**config.mk**
```make
export PLATFORM = sky130hd
export DESIGN_NAME = wb_comp
export DESIGN_NICKNAME = d
export VERILOG_FILES = /design/src/rtl/wb_comp.sv
export SDC_FILE = /design/constraint.sdc
export NUM_CORES = 1
export LEC_CHECK = 0
export BUFFER_PORTS_ARGS = -buffer_cell sky130_fd_sc_hd__buf_2
export CAP_MARGIN = 20
export CELL_PAD_IN_SITES_DETAIL_PLACEMENT = 0
export CELL_PAD_IN_SITES_GLOBAL_PLACEMENT = 2
export CORE_ASPECT_RATIO = 1.25
export CORE_MARGIN = 2
export CORE_UTILIZATION = 30
export CTS_CLUSTER_SIZE = 40
export DETAILED_ROUTE_END_ITERATION = 8
export PLACE_DENSITY = 0.9
export SLEW_MARGIN = 20
export SYNTH_ARGS = -nofsm -noshare
export SYNTH_HDL_FRONTEND = slang
export SYNTH_SLANG_ARGS = --single-unit
```
**constraint.sdc**
```tcl
create_clock -name i_clk -period 4.75 [get_ports i_clk]
set_clock_uncertainty 0.15 [all_clocks]
set_input_delay 1.425 -clock i_clk [delete_from_list [all_inputs] [get_ports i_clk]]
set_output_delay 1.425 -clock i_clk [all_outputs]
set_load 0.05 [all_outputs]
```
**src/rtl/wb_comp.sv**
```systemverilog
// wb_comp: wishbone initiator for the compressed-wishbone (cw) pin bus.
// Serialises one wishbone transfer into cw beats and returns the response.
// Ports: i_clk/i_rst (sync, active-high); wb_* wishbone slave side;
//   cw_io_o/cw_io_i/cw_req/cw_dir/cw_ack/cw_err cw pin side.
// Build option: define CW_TIMEOUT_EN for a WAIT-state watchdog that
//   ends the transfer with wb_err after TIMEOUT_CYCLES silent cycles.
module wb_comp #(
  parameter int ADDR_W = 24,
  parameter int TIMEOUT_CYCLES = 1024
) (
  input  logic              i_clk,
  input  logic              i_rst,
  input  logic              wb_cyc,
  input  logic              wb_stb,
  input  logic              wb_we,
  input  logic [ADDR_W-1:0] wb_adr,
  input  logic [15:0]       wb_i_dat,
  input  logic [1:0]        wb_sel,
  output logic [15:0]       wb_o_dat,
  output logic              wb_ack,
  output logic              wb_err,
  output logic [15:0]       cw_io_o,
  input  logic [15:0]       cw_io_i,
  output logic              cw_req,
  output logic              cw_dir,
  input  logic              cw_ack,
  input  logic              cw_err
);

  typedef enum logic [2:0] {
    IDLE,
    ADDR_LO,
    ADDR_HI,
    DATA,
    WAIT,
    RESP
  } state_t;

  state_t      state;
  state_t      state_n;

  logic [23:0] adr_x;
  logic [23:0] adr_q;
  logic [15:0] dat_q;
  logic [1:0]  sel_q;
  logic        we_q;
  logic        drop_q;

  logic        take;
  logic        hit;
  logic        tmo;
  logic        live;

  logic [15:0] io_n;
  logic        req_n;
  logic        dir_n;
  logic        ack_n;
  logic        err_n;

  // Narrow addresses are zero-extended so the header's
  // upper address field reads as zero.
  assign adr_x = 24'(wb_adr);

  assign take = (state == IDLE) && wb_cyc && wb_stb;
  assign hit  = cw_ack || cw_err;
  // The cw bus cannot abort, so a master that lets go
  // only loses the response pulse, not the transfer.
  assign live = wb_cyc && !drop_q;

`ifdef CW_TIMEOUT_EN
  localparam int CNT_W = $clog2(TIMEOUT_CYCLES) + 1;

  logic [CNT_W-1:0] cnt;

  always_ff @(posedge i_clk) begin
    if (i_rst) begin
      cnt <= '0;
    end else if (state != WAIT) begin
      cnt <= '0;
    end else begin
      cnt <= cnt + CNT_W'(1);
    end
  end

  // cnt counts completed WAIT cycles; the last allowed
  // WAIT cycle is number TIMEOUT_CYCLES.
  assign tmo = (state == WAIT) &&
               (cnt == CNT_W'(TIMEOUT_CYCLES - 1));
`else
  logic [31:0] unused_to;

  assign unused_to = TIMEOUT_CYCLES;
  assign tmo       = 1'b0;
`endif

  // Outputs are registered from the next state, so each
  // output value lines up with the state it belongs to.
  always_comb begin
    state_n = state;
    io_n    = '0;
    req_n   = 1'b0;
    dir_n   = 1'b1;
    ack_n   = 1'b0;
    err_n   = 1'b0;
    unique case (state)
      IDLE: begin
        if (take) begin
          state_n = ADDR_LO;
          req_n   = 1'b1;
          io_n    = adr_x[15:0];
        end
      end
      ADDR_LO: begin
        state_n = ADDR_HI;
        io_n    = {we_q, sel_q, 5'b0, adr_q[23:16]};
      end
      ADDR_HI: begin
        if (we_q) begin
          state_n = DATA;
          io_n    = dat_q;
        end else begin
          state_n = WAIT;
          dir_n   = 1'b0;
        end
      end
      DATA: begin
        state_n = WAIT;
        dir_n   = 1'b0;
      end
      WAIT: begin
        dir_n = 1'b0;
        if (hit || tmo) begin
          state_n = RESP;
          dir_n   = 1'b1;
          ack_n   = live && cw_ack && !cw_err;
          err_n   = live && (cw_err || !hit);
        end
      end
      RESP: begin
        state_n = IDLE;
      end
      default: begin
        state_n = IDLE;
      end
    endcase
  end

  always_ff @(posedge i_clk) begin
    if (i_rst) begin
      state <= IDLE;
    end else begin
      state <= state_n;
    end
  end

  always_ff @(posedge i_clk) begin
    if (i_rst) begin
      adr_q <= '0;
      dat_q <= '0;
      sel_q <= '0;
      we_q  <= 1'b0;
    end else if (take) begin
      adr_q <= adr_x;
      dat_q <= wb_i_dat;
      sel_q <= wb_sel;
      we_q  <= wb_we;
    end
  end

  always_ff @(posedge i_clk) begin
    if (i_rst) begin
      drop_q <= 1'b0;
    end else if (take) begin
      drop_q <= 1'b0;
    end else if (state != IDLE && !wb_cyc) begin
      drop_q <= 1'b1;
    end
  end

  always_ff @(posedge i_clk) begin
    if (i_rst) begin
      cw_req  <= 1'b0;
      cw_dir  <= 1'b1;
      cw_io_o <= '0;
      wb_ack  <= 1'b0;
      wb_err  <= 1'b0;
    end else begin
      cw_req  <= req_n;
      cw_dir  <= dir_n;
      cw_io_o <= io_n;
      wb_ack  <= ack_n;
      wb_err  <= err_n;
    end
  end

  // An error (even alongside ack) leaves read data alone.
  always_ff @(posedge i_clk) begin
    if (i_rst) begin
      wb_o_dat <= '0;
    end else if (state == WAIT && !we_q &&
                 cw_ack && !cw_err) begin
      wb_o_dat <= cw_io_i;
    end
  end

endmodule
```
## Word-level counts from Yosys, hierarchy flattened

Cells that the tools add are included.

| cells by class | value |
|---|---|
| bitwise operators | 3 |
| muxes and demuxes | 11 |
| equal/unequal tests | 6 |
| reduce and logical (&&, ||, !) cells | 23 |

Operator list:

| kind | count |
|---|---|
| case mux 16 bit (3 select lines) | 1 |
| two-way mux 16 bit | 2 |
| case mux 3 bit (5 select lines) | 1 |
| logical AND 1 bit | 10 |
| two-way mux 3 bit | 3 |
| equality test 3 x 2 -> 1 bit (second input constant) | 2 |
| logical NOT 1 bit | 5 |
| != test 2 bit (second input constant) | 2 |
| OR reduction 2 bit | 2 |
| equality test 3 x 1 -> 1 bit (second input constant) | 1 |
| equality test 3 bit (second input constant) | 1 |
| logical NOT 3 bit | 1 |
| two-way mux 1 bit | 3 |
| inverter 1 bit | 3 |
| case mux 1 bit (3 select lines) | 1 |
| nonzero test 3 bit | 1 |
| OR reduction 3 bit | 1 |
| logical OR 1 bit | 2 |
| AND reduction 2 bit | 1 |

| word-level totals | value |
|---|---|
| output and inout port bits | 36 |
| register bits | 83 |
| word-level logic and storage cells | 55 |

## Logic depth before layout (Yosys ltp)

Gate-level depths: netlist of the first run.

| depth | value |
|---|---|
| depth in word-level cells | 5 |
| gate-level depth with buffers | 6 |

## Worst setup path before layout of the first run

OpenSTA, ideal clock, no wires.

| timing | value |
|---|---|
| kind | input to register |
| from | input i_rst |
| to | register state[1] |
| stages | 4 |
| data arrival time | 2.283 ns |
| required time | 4.470 ns |
| library setup time | 0.130 ns |
| path buffers | 3 |
| path slack | 2.187 ns |
| cell sequence | buf_1 > clkbuf_1 > clkbuf_1 > nor3_1 |

RTL lines:

| element | RTL line | RTL |
|---|---|---|
| start: declaration | 12 | `input logic i_rst,` |
| end signal: assignment | 152 | `state <= state_n;` |
| end: declaration | 39 | `state_t state;` |

No word-level cell between the ends.

## Worst setup path in the final report of the first run

| timing | value |
|---|---|
| from | input wb_cyc |
| to | register cw_io_o[1] |

| between the ends | value |
|---|---|
| cells in the longest elaborated chain, start to end | 4 |

RTL lines:

| element | RTL line | RTL |
|---|---|---|
| start: declaration | 13 | `input logic wb_cyc,` |
| logical AND 1 bit (2 in a row) | 64 | `assign take = (state == IDLE) && wb_cyc && wb_stb;` |
| two-way mux 16 bit | 107 | `if (take) begin` |
| case mux 16 bit (3 select lines) | 105 | `unique case (state)` |
| end signal: assignment | 190 | `cw_io_o <= io_n;` |
| end: declaration | 22 | `output logic [15:0] cw_io_o,` |

Every way passes these cells.
A chain may end at the register's enable or synchronous reset.

==> metrics.md, run 1 <==
| Metric | Value |
|---|---|
| Relative slew slack | `about a third` |
| Starting Density | `31.2%` |
| Htree depth | `3` |
| Drt total wl | `7300 um` |
| Die width | `between 80 and 90 um` |
| PortBufs | `100` |
| Fin Setup TNS | `0 ns` |
| Vias in the first global route | `2,341` |
| Tmin final | `2.71 ns` |
| Post-synth cell types | `34` |
| Synth warn | `0` |
| Row count | `38` |
| Syn_nets | `~360` |
| Final GP Congestion | `0.716` |
| Worst setup path class | `input port to flop` |
| Via count | `approximately 2,400` |
| NetSw | `approximately 0.39 mW` |
| Routed vias/inst | `about 4.8` |
| GRT overflow | `0` |
| CTS tree | `done` |
| Hold crit path type | `flop to flop` |
| Avg Cell Area, Syn | `9.39 um^2` |
| Area leader, netlist | `dfxtp_1` |
| Routed wire per std cell | `about 15 um` |
| Status | `finished clean` |
| CP top delay family | `simple AND/OR/NAND/NOR gates` |
| Die Area | `around 9900 um^2` |
| Setup crit end kind | `flop` |
| DR DRC count | `0` |
| Post-CTS Setup Bufs | `0` |
| Largest net degree at the start of global routing | `37` |
| Post-CTS Hold Fix Bufs | `0` |
| Setup violations, final | `0` |
| Core ar. | `around 9000 um^2` |
| Mapped Area | `about 2700 um^2` |
| Max clock buf depth | `2` |
| DR pass1 iterations | `4` |
| VDD IR-drop max | `between 0.0001 and 0.00015 V` |
| Critical path fanouts, max | `29` |
| Yosys reg bits | `67` |
| Synth Instances | `approximately 290` |
| Area grow syn2layout | `26.9%` |
| DP HPWL | `4950 um` |
| Slowest-stage cell, CP | `nor3_4` |
| Pwr/cell area | `approximately 380 nW/um^2` |
| Clock power share | `between 30% and 40%` |
| First-pass GRT wire length | `11,500 um` |
| Initial antenna violation count | `0` |
| TritonCTS Buffers | `9` |
| CP arrival | `2.82 ns` |
| Share of cells above drive strength 1 | `32.7%` |
| Resized cells post-CTS | `0` |
| Final Cycle Share | `a little under three fifths` |
| # diodes | `0` |
| DRT iter0 DRCs | `100` |
| Max Cap Viol | `0` |
| Final slew viol count | `0` |
| GRT Total Usage | `approximately 15%` |
| P_int | `approximately 0.9 mW` |
| Fmax | `roughly 0.37 GHz` |
| CP required | `just under 5 ns` |
| Setup WS post-layout | `2.04 ns` |
| Largest cells by area after synthesis | `dfxtp_1 49%, nand2b_1 7.8%, mux2i_1 5.9%` |
| Hold Vio Cnt, Final | `0` |
| Clock sink count | `67` |
| Clock transition at path regs | `approximately 0.07 ns` |
| Placement Setup Slack | `1.70 ns` |
| Skew-Pair Late Insertion Delay | `0.34 ns` |
| Crit path cell chain | `buf_2 -> nand2_1 -> nor3_4 -> o2bb2ai_1` |
| Final #Nets | `about 440` |
| Seq/Total Area, Yosys | `approximately half` |
| Post-synth top area share | `approximately half` |
| Critical path startpoint category | `input port` |
| Pin slew with the least headroom to its limit | `just over 1 ns` |
| RSZ-0062 raised after global routing | `false` |
| Leak | `about 1.4 nW` |
| Sequential Power Share | `47.0%` |
| Routed Antenna Nets | `0` |
| Vert. Die Dim | `about 110 um` |
| Combinational share of power | `between 10% and 20%` |
| I/O pin total | `about 100` |
| Root buf cell | `clkbuf_8` |
| Delay of the slowest critical-path stage | `just under 0.6 ns` |
| Switching Share | `approximately 30%` |
| Number of buffer and inverter stages on the critical path | `1` |
-- worst min-delay path, cell delays in order (launching register included) --
cell	delay [ns]
dfxtp_1	0.31
nand2b_1	0.06
mux2i_1	0.06
-- cells by family (layout without fill, tap and decap cells) --
group	after synthesis	after routing	share of synthesized area, %
and+or+nand+nor	91	91	20.3
buffers and inverters	30	121	5.40
AOI/OAI and AO/OA	87	87	19.3
DFF	67	67	49.1
muxes	16	16	5.86
-- registers in the layout, summed over array words and instances, names as in the netlist, 2 cells and up --
signal    cells
state         3
dat_q        16
adr_q         8
cw_io_o      16
wb_o_dat     16
sel_q         2
-- cell usage in the layout, fill, tap and decap left out, drive strengths merged, types with 8 or more instances in the layout --
cell,instances
nor2,8
o2bb2ai,9
mux2i,16
clkbuf,11
o21ai,27
dfxtp,67
nand3,29
buf,103
a21oi,31
a22oi,10
nand2b,34
-- Yosys cell counts --
cell type / number
dfxtp_1: 67
nand2_1: 5
nor3_2: 1
nand3b_1: 1
buf_6: 3
a21o_1: 1
mux2i_1: 16
or3_4: 1
a22oi_1: 10
o21ai_0: 27
clkbuf_1: 18
a32oi_1: 5
o2bb2ai_1: 9
nor3b_2: 1
buf_1: 1
and3b_1: 2
and3_1: 2
buf_2: 4
nand2b_1: 34
a211o_1: 1
and2_1: 1
nor2_1: 8
a21oi_1: 31
and4bb_2: 1
nand3_1: 29
buf_4: 2
nor2b_1: 1
nor3_4: 1
inv_1: 2
a211oi_1: 2
o21bai_1: 1
nor4b_4: 1
nor3_1: 1
nor3b_1: 1
-- power groups by stage --
| stage | sequential [mW] | clock, mW | combinational (mW) |
|---|---|---|---|
| 6_report | 0.615 | 0.465 | 0.229 |
| 2_1_floorplan | 0.649 | 0 | 0.143 |
| 4_1_cts | 0.615 | 0.479 | 0.231 |
| 3_3_place_gp | 0.627 | 0 | 0.228 |
| 3_5_place_dp | 0.628 | 0 | 0.231 |
| 5_1_grt | 0.620 | 0.502 | 0.250 |
-- through the flow --
step / power [mW] / utilization, % / area, um^2 / hold WS (ns) / cells
final: 1.31 / 39.6 / 3470 / 0.322 / 502
after global routing: 1.37 / 39.6 / 3470 / 0.342 / 502
after CTS: 1.33 / 39.6 / 3470 / 0.324 / 502
after detailed placement: 0.859 / 37.4 / 3270 / 0.315 / 486
after global placement: 0.855 / 37.4 / 3270 / 0.305 / 486
after floorplan: 0.792 / - / 2730 / 0.297 / 291
-- metal layers --
metal | share of wire, % | vias up | global-route usage (%)
li1 | - | 1202 | -
met1 | 47 | 1099 | 19.7
met2 | 46 | 87 | 22.5
met3 | 5.4 | 10 | 3.43
met4 | 1.5 | 0 | 6.47
met5 | 0 | - | 0
-- layout make-up --
cell class,count,area [um^2]
Fill cell,941,5280
Clock inverter,5,52.6
Inverter,2,7.51
Timing Repair Buffer,103,523
Tap cell,120,150
Sequential cell,67,1340
Multi-Input combinational cell,194,1250
Clock buffer,11,141
-- final timing paths --
kind                       to         from  cells past startpoint  slack, ns
hold / removal    wb_o_dat[0]  wb_o_dat[0]                      2       0.32
setup reg to reg   cw_io_o[7]     state[0]                      3       2.65
setup / recovery   cw_io_o[1]       wb_cyc                      4       2.04
hold reg to reg   wb_o_dat[0]  wb_o_dat[0]                      2       0.32
Note: power is estimated with default switching activity, not from simulation.
==> run 2: changes to the inputs <==
Settings changed: CORE_UTILIZATION 30 to 28, PLACE_DENSITY 0.9 to 0.85.
Clock period 4.75 ns to 2.6 ns, I/O delays scaled along.
==> run 2 against run 1 <==
  * Non-clock buffer count grew 6
  * Combinational power increased by 86%
  * Sequential power is 84% higher
  * Largest power group is now the clock network
==> metrics.md, run 2 (synthesis gave the netlist of run 1 again) <==
| Metric | Value |
|---|---|
| Status | `finished clean` |
| Largest net degree at the start of global routing | `37 (unchanged)` |
| DRT iter0 DRCs | `57 (-43%)` |
| Via count | `2,439 (+1.7%)` |
| Max Cap Viol | `0 (unchanged)` |
| Relative slew slack | `56.2% (+24 points)` |
| Core ar. | `9560 um^2 (+9.3%)` |
| Clock sink count | `67 (unchanged)` |
| Fmax | `between 0.5 and 0.6 GHz` |
| DR pass1 iterations | `6 (+2)` |
| DR DRC count | `0 (unchanged)` |
| Leak | `1.48 nW (+5.0%)` |
| VDD IR-drop max | `0.000247 V (+98%)` |
| Critical path fanouts, max | `2 (-93%)` |
| Clock transition at path regs | `0.05 ns (-0.02 ns)` |
| Routed wire per std cell | `14.3 um (-1.5%)` |
| Final design area excluding fillers | `3620 um^2 (+4.4%)` |
| Htree depth | `3 (unchanged)` |
| Critical path startpoint category | `flop` |
| Tmin final | `around 1.9 ns` |
| Area after DPL | `3330 um^2 (+1.8%)` |
| Worst setup path class | `flop to output port` |
| I/O pin total | `101 (unchanged)` |
| Die Area | `10,600 um^2 (+6.8%)` |
| Skew-Pair Late Insertion Delay | `0.32 ns (-0.02 ns)` |
| Starting Density | `28.6% (-2.6 points)` |
| Commonest non-fill, non-tap cells in the layout | `100 x buf_2, 67 x dfxtp_1, 34 x nand2b_1` |
| Die width | `92.3 um (+3.4%)` |
| Max clock buf depth | `2 (unchanged)` |
| DP HPWL | `5060 um (+2.2%)` |
| Vert. Die Dim | `114 um (+3.4%)` |
| CP required | `1.67 ns (-3.19 ns)` |
| CP arrival | `0.94 ns (-1.88 ns)` |
| Pin slew with the least headroom to its limit | `0.657 ns (-0.362 ns)` |
| GRT overflow | `0 (unchanged)` |
| Post-CTS Setup Bufs | `0 (unchanged)` |
| Drt total wl | `7360 um (+0.89%)` |
| Hold Vio Cnt, Final | `0 (unchanged)` |
| GRT Total Usage | `14.1% (-0.69 points)` |
| Final #Nets | `448 (+1.4%)` |
| Delay of the slowest critical-path stage | `0.34 ns (-0.24 ns)` |
| Setup violations, final | `0 (unchanged)` |
| Final Cycle Share | `between 70 and 80%` |
| Resized cells post-CTS | `0 (unchanged)` |
| First-pass GRT wire length | `11,400 um (-0.54%)` |
| Worst hold slack | `0.318 ns (-0.00408 ns)` |
| Vias in the first global route | `2,325 (-0.68%)` |
| Pwr/cell area | `755 nW/um^2 (+100%)` |
| Routed vias/inst | `4.75 (-0.66%)` |
| TritonCTS Buffers | `9 (unchanged)` |
| Setup crit end kind | `output port` |
| Area grow syn2layout | `32.5%` |
| PortBufs | `100 (unchanged)` |
| Initial antenna violation count | `0 (unchanged)` |
| Fin Setup TNS | `0 ns (unchanged)` |
| Root buf cell | `clkbuf_16` |
| Final GP Congestion | `0.696 (-2.8%)` |
| Post-CTS Hold Fix Bufs | `0 (unchanged)` |
| Number of buffer and inverter stages on the critical path | `1 (unchanged)` |
| Slowest-stage cell, CP | `dfxtp_1` |
| Crit path cell chain | `buf_2` |
| Top Registers | `cw_io_o x16, dat_q x16, wb_o_dat x16` |
| RSZ-0062 raised after global routing | `false` |
| CTS tree | `done` |
| Leading cell type in the layout, fill and taps excluded | `buf_2` |
| Hold crit path type | `flop to flop` |
| # diodes | `0 (unchanged)` |
| Final slew viol count | `0 (unchanged)` |
| CP top delay family | `flip-flops` |
| Row count | `40 (+5.3%)` |
| Share of cells above drive strength 1 | `32.7% (about the same)` |
| Routed Antenna Nets | `0 (unchanged)` |
==> run 2: through the flow <==
step / setup WS [ns] / std cells / utilization [%] / power (mW)
floorplan: 0.682 / 291 / - / 1.45
global placement: 0.527 / 498 / 34.8 / 1.57
detailed placement: 0.456 / 498 / 34.8 / 1.58
CTS: 0.716 / 514 / 37.9 / 2.77
global route: 0.673 / 514 / 37.9 / 2.86
finish: 0.735 / 514 / 37.9 / 2.73
==> run 2: routing by layer <==
metal	GRT usage (%)	vias up	wire length, um
met3	3.88	8	404
met1	17.4	1136	3420
met5	0	-	0
li1	-	1226	-
met2	22.1	69	3430
met4	7.76	0	109
==> run 2: final cells by class <==
cell class / instances / area (um^2)
inverter: 2 / 7.51
multi-input combinational: 194 / 1250
clock inverter: 2 / 35.0
timing repair buffer: 109 / 568
fill: 1008 / 5940
clock buffer: 14 / 254
tap: 126 / 158
sequential: 67 / 1340
==> run 2: worst paths after layout <==
kind	startpoint	end	slack (ns)	cells after the start
hold / removal	wb_o_dat[3]	wb_o_dat[3]	0.32	2
hold reg to reg	wb_o_dat[3]	wb_o_dat[3]	0.32	2
setup / recovery	wb_o_dat[6]	wb_o_dat[6]	0.73	1
setup reg to reg	state[2]	wb_o_dat[13]	0.77	4
==> run 2: power by group <==
part	leakage, nW	switching [mW]	internal (mW)	total, mW
Clock	0.141	0.413	0.768	1.18
Combinational	0.790	0.280	0.145	0.425
Sequential	0.544	0.0426	1.08	1.13
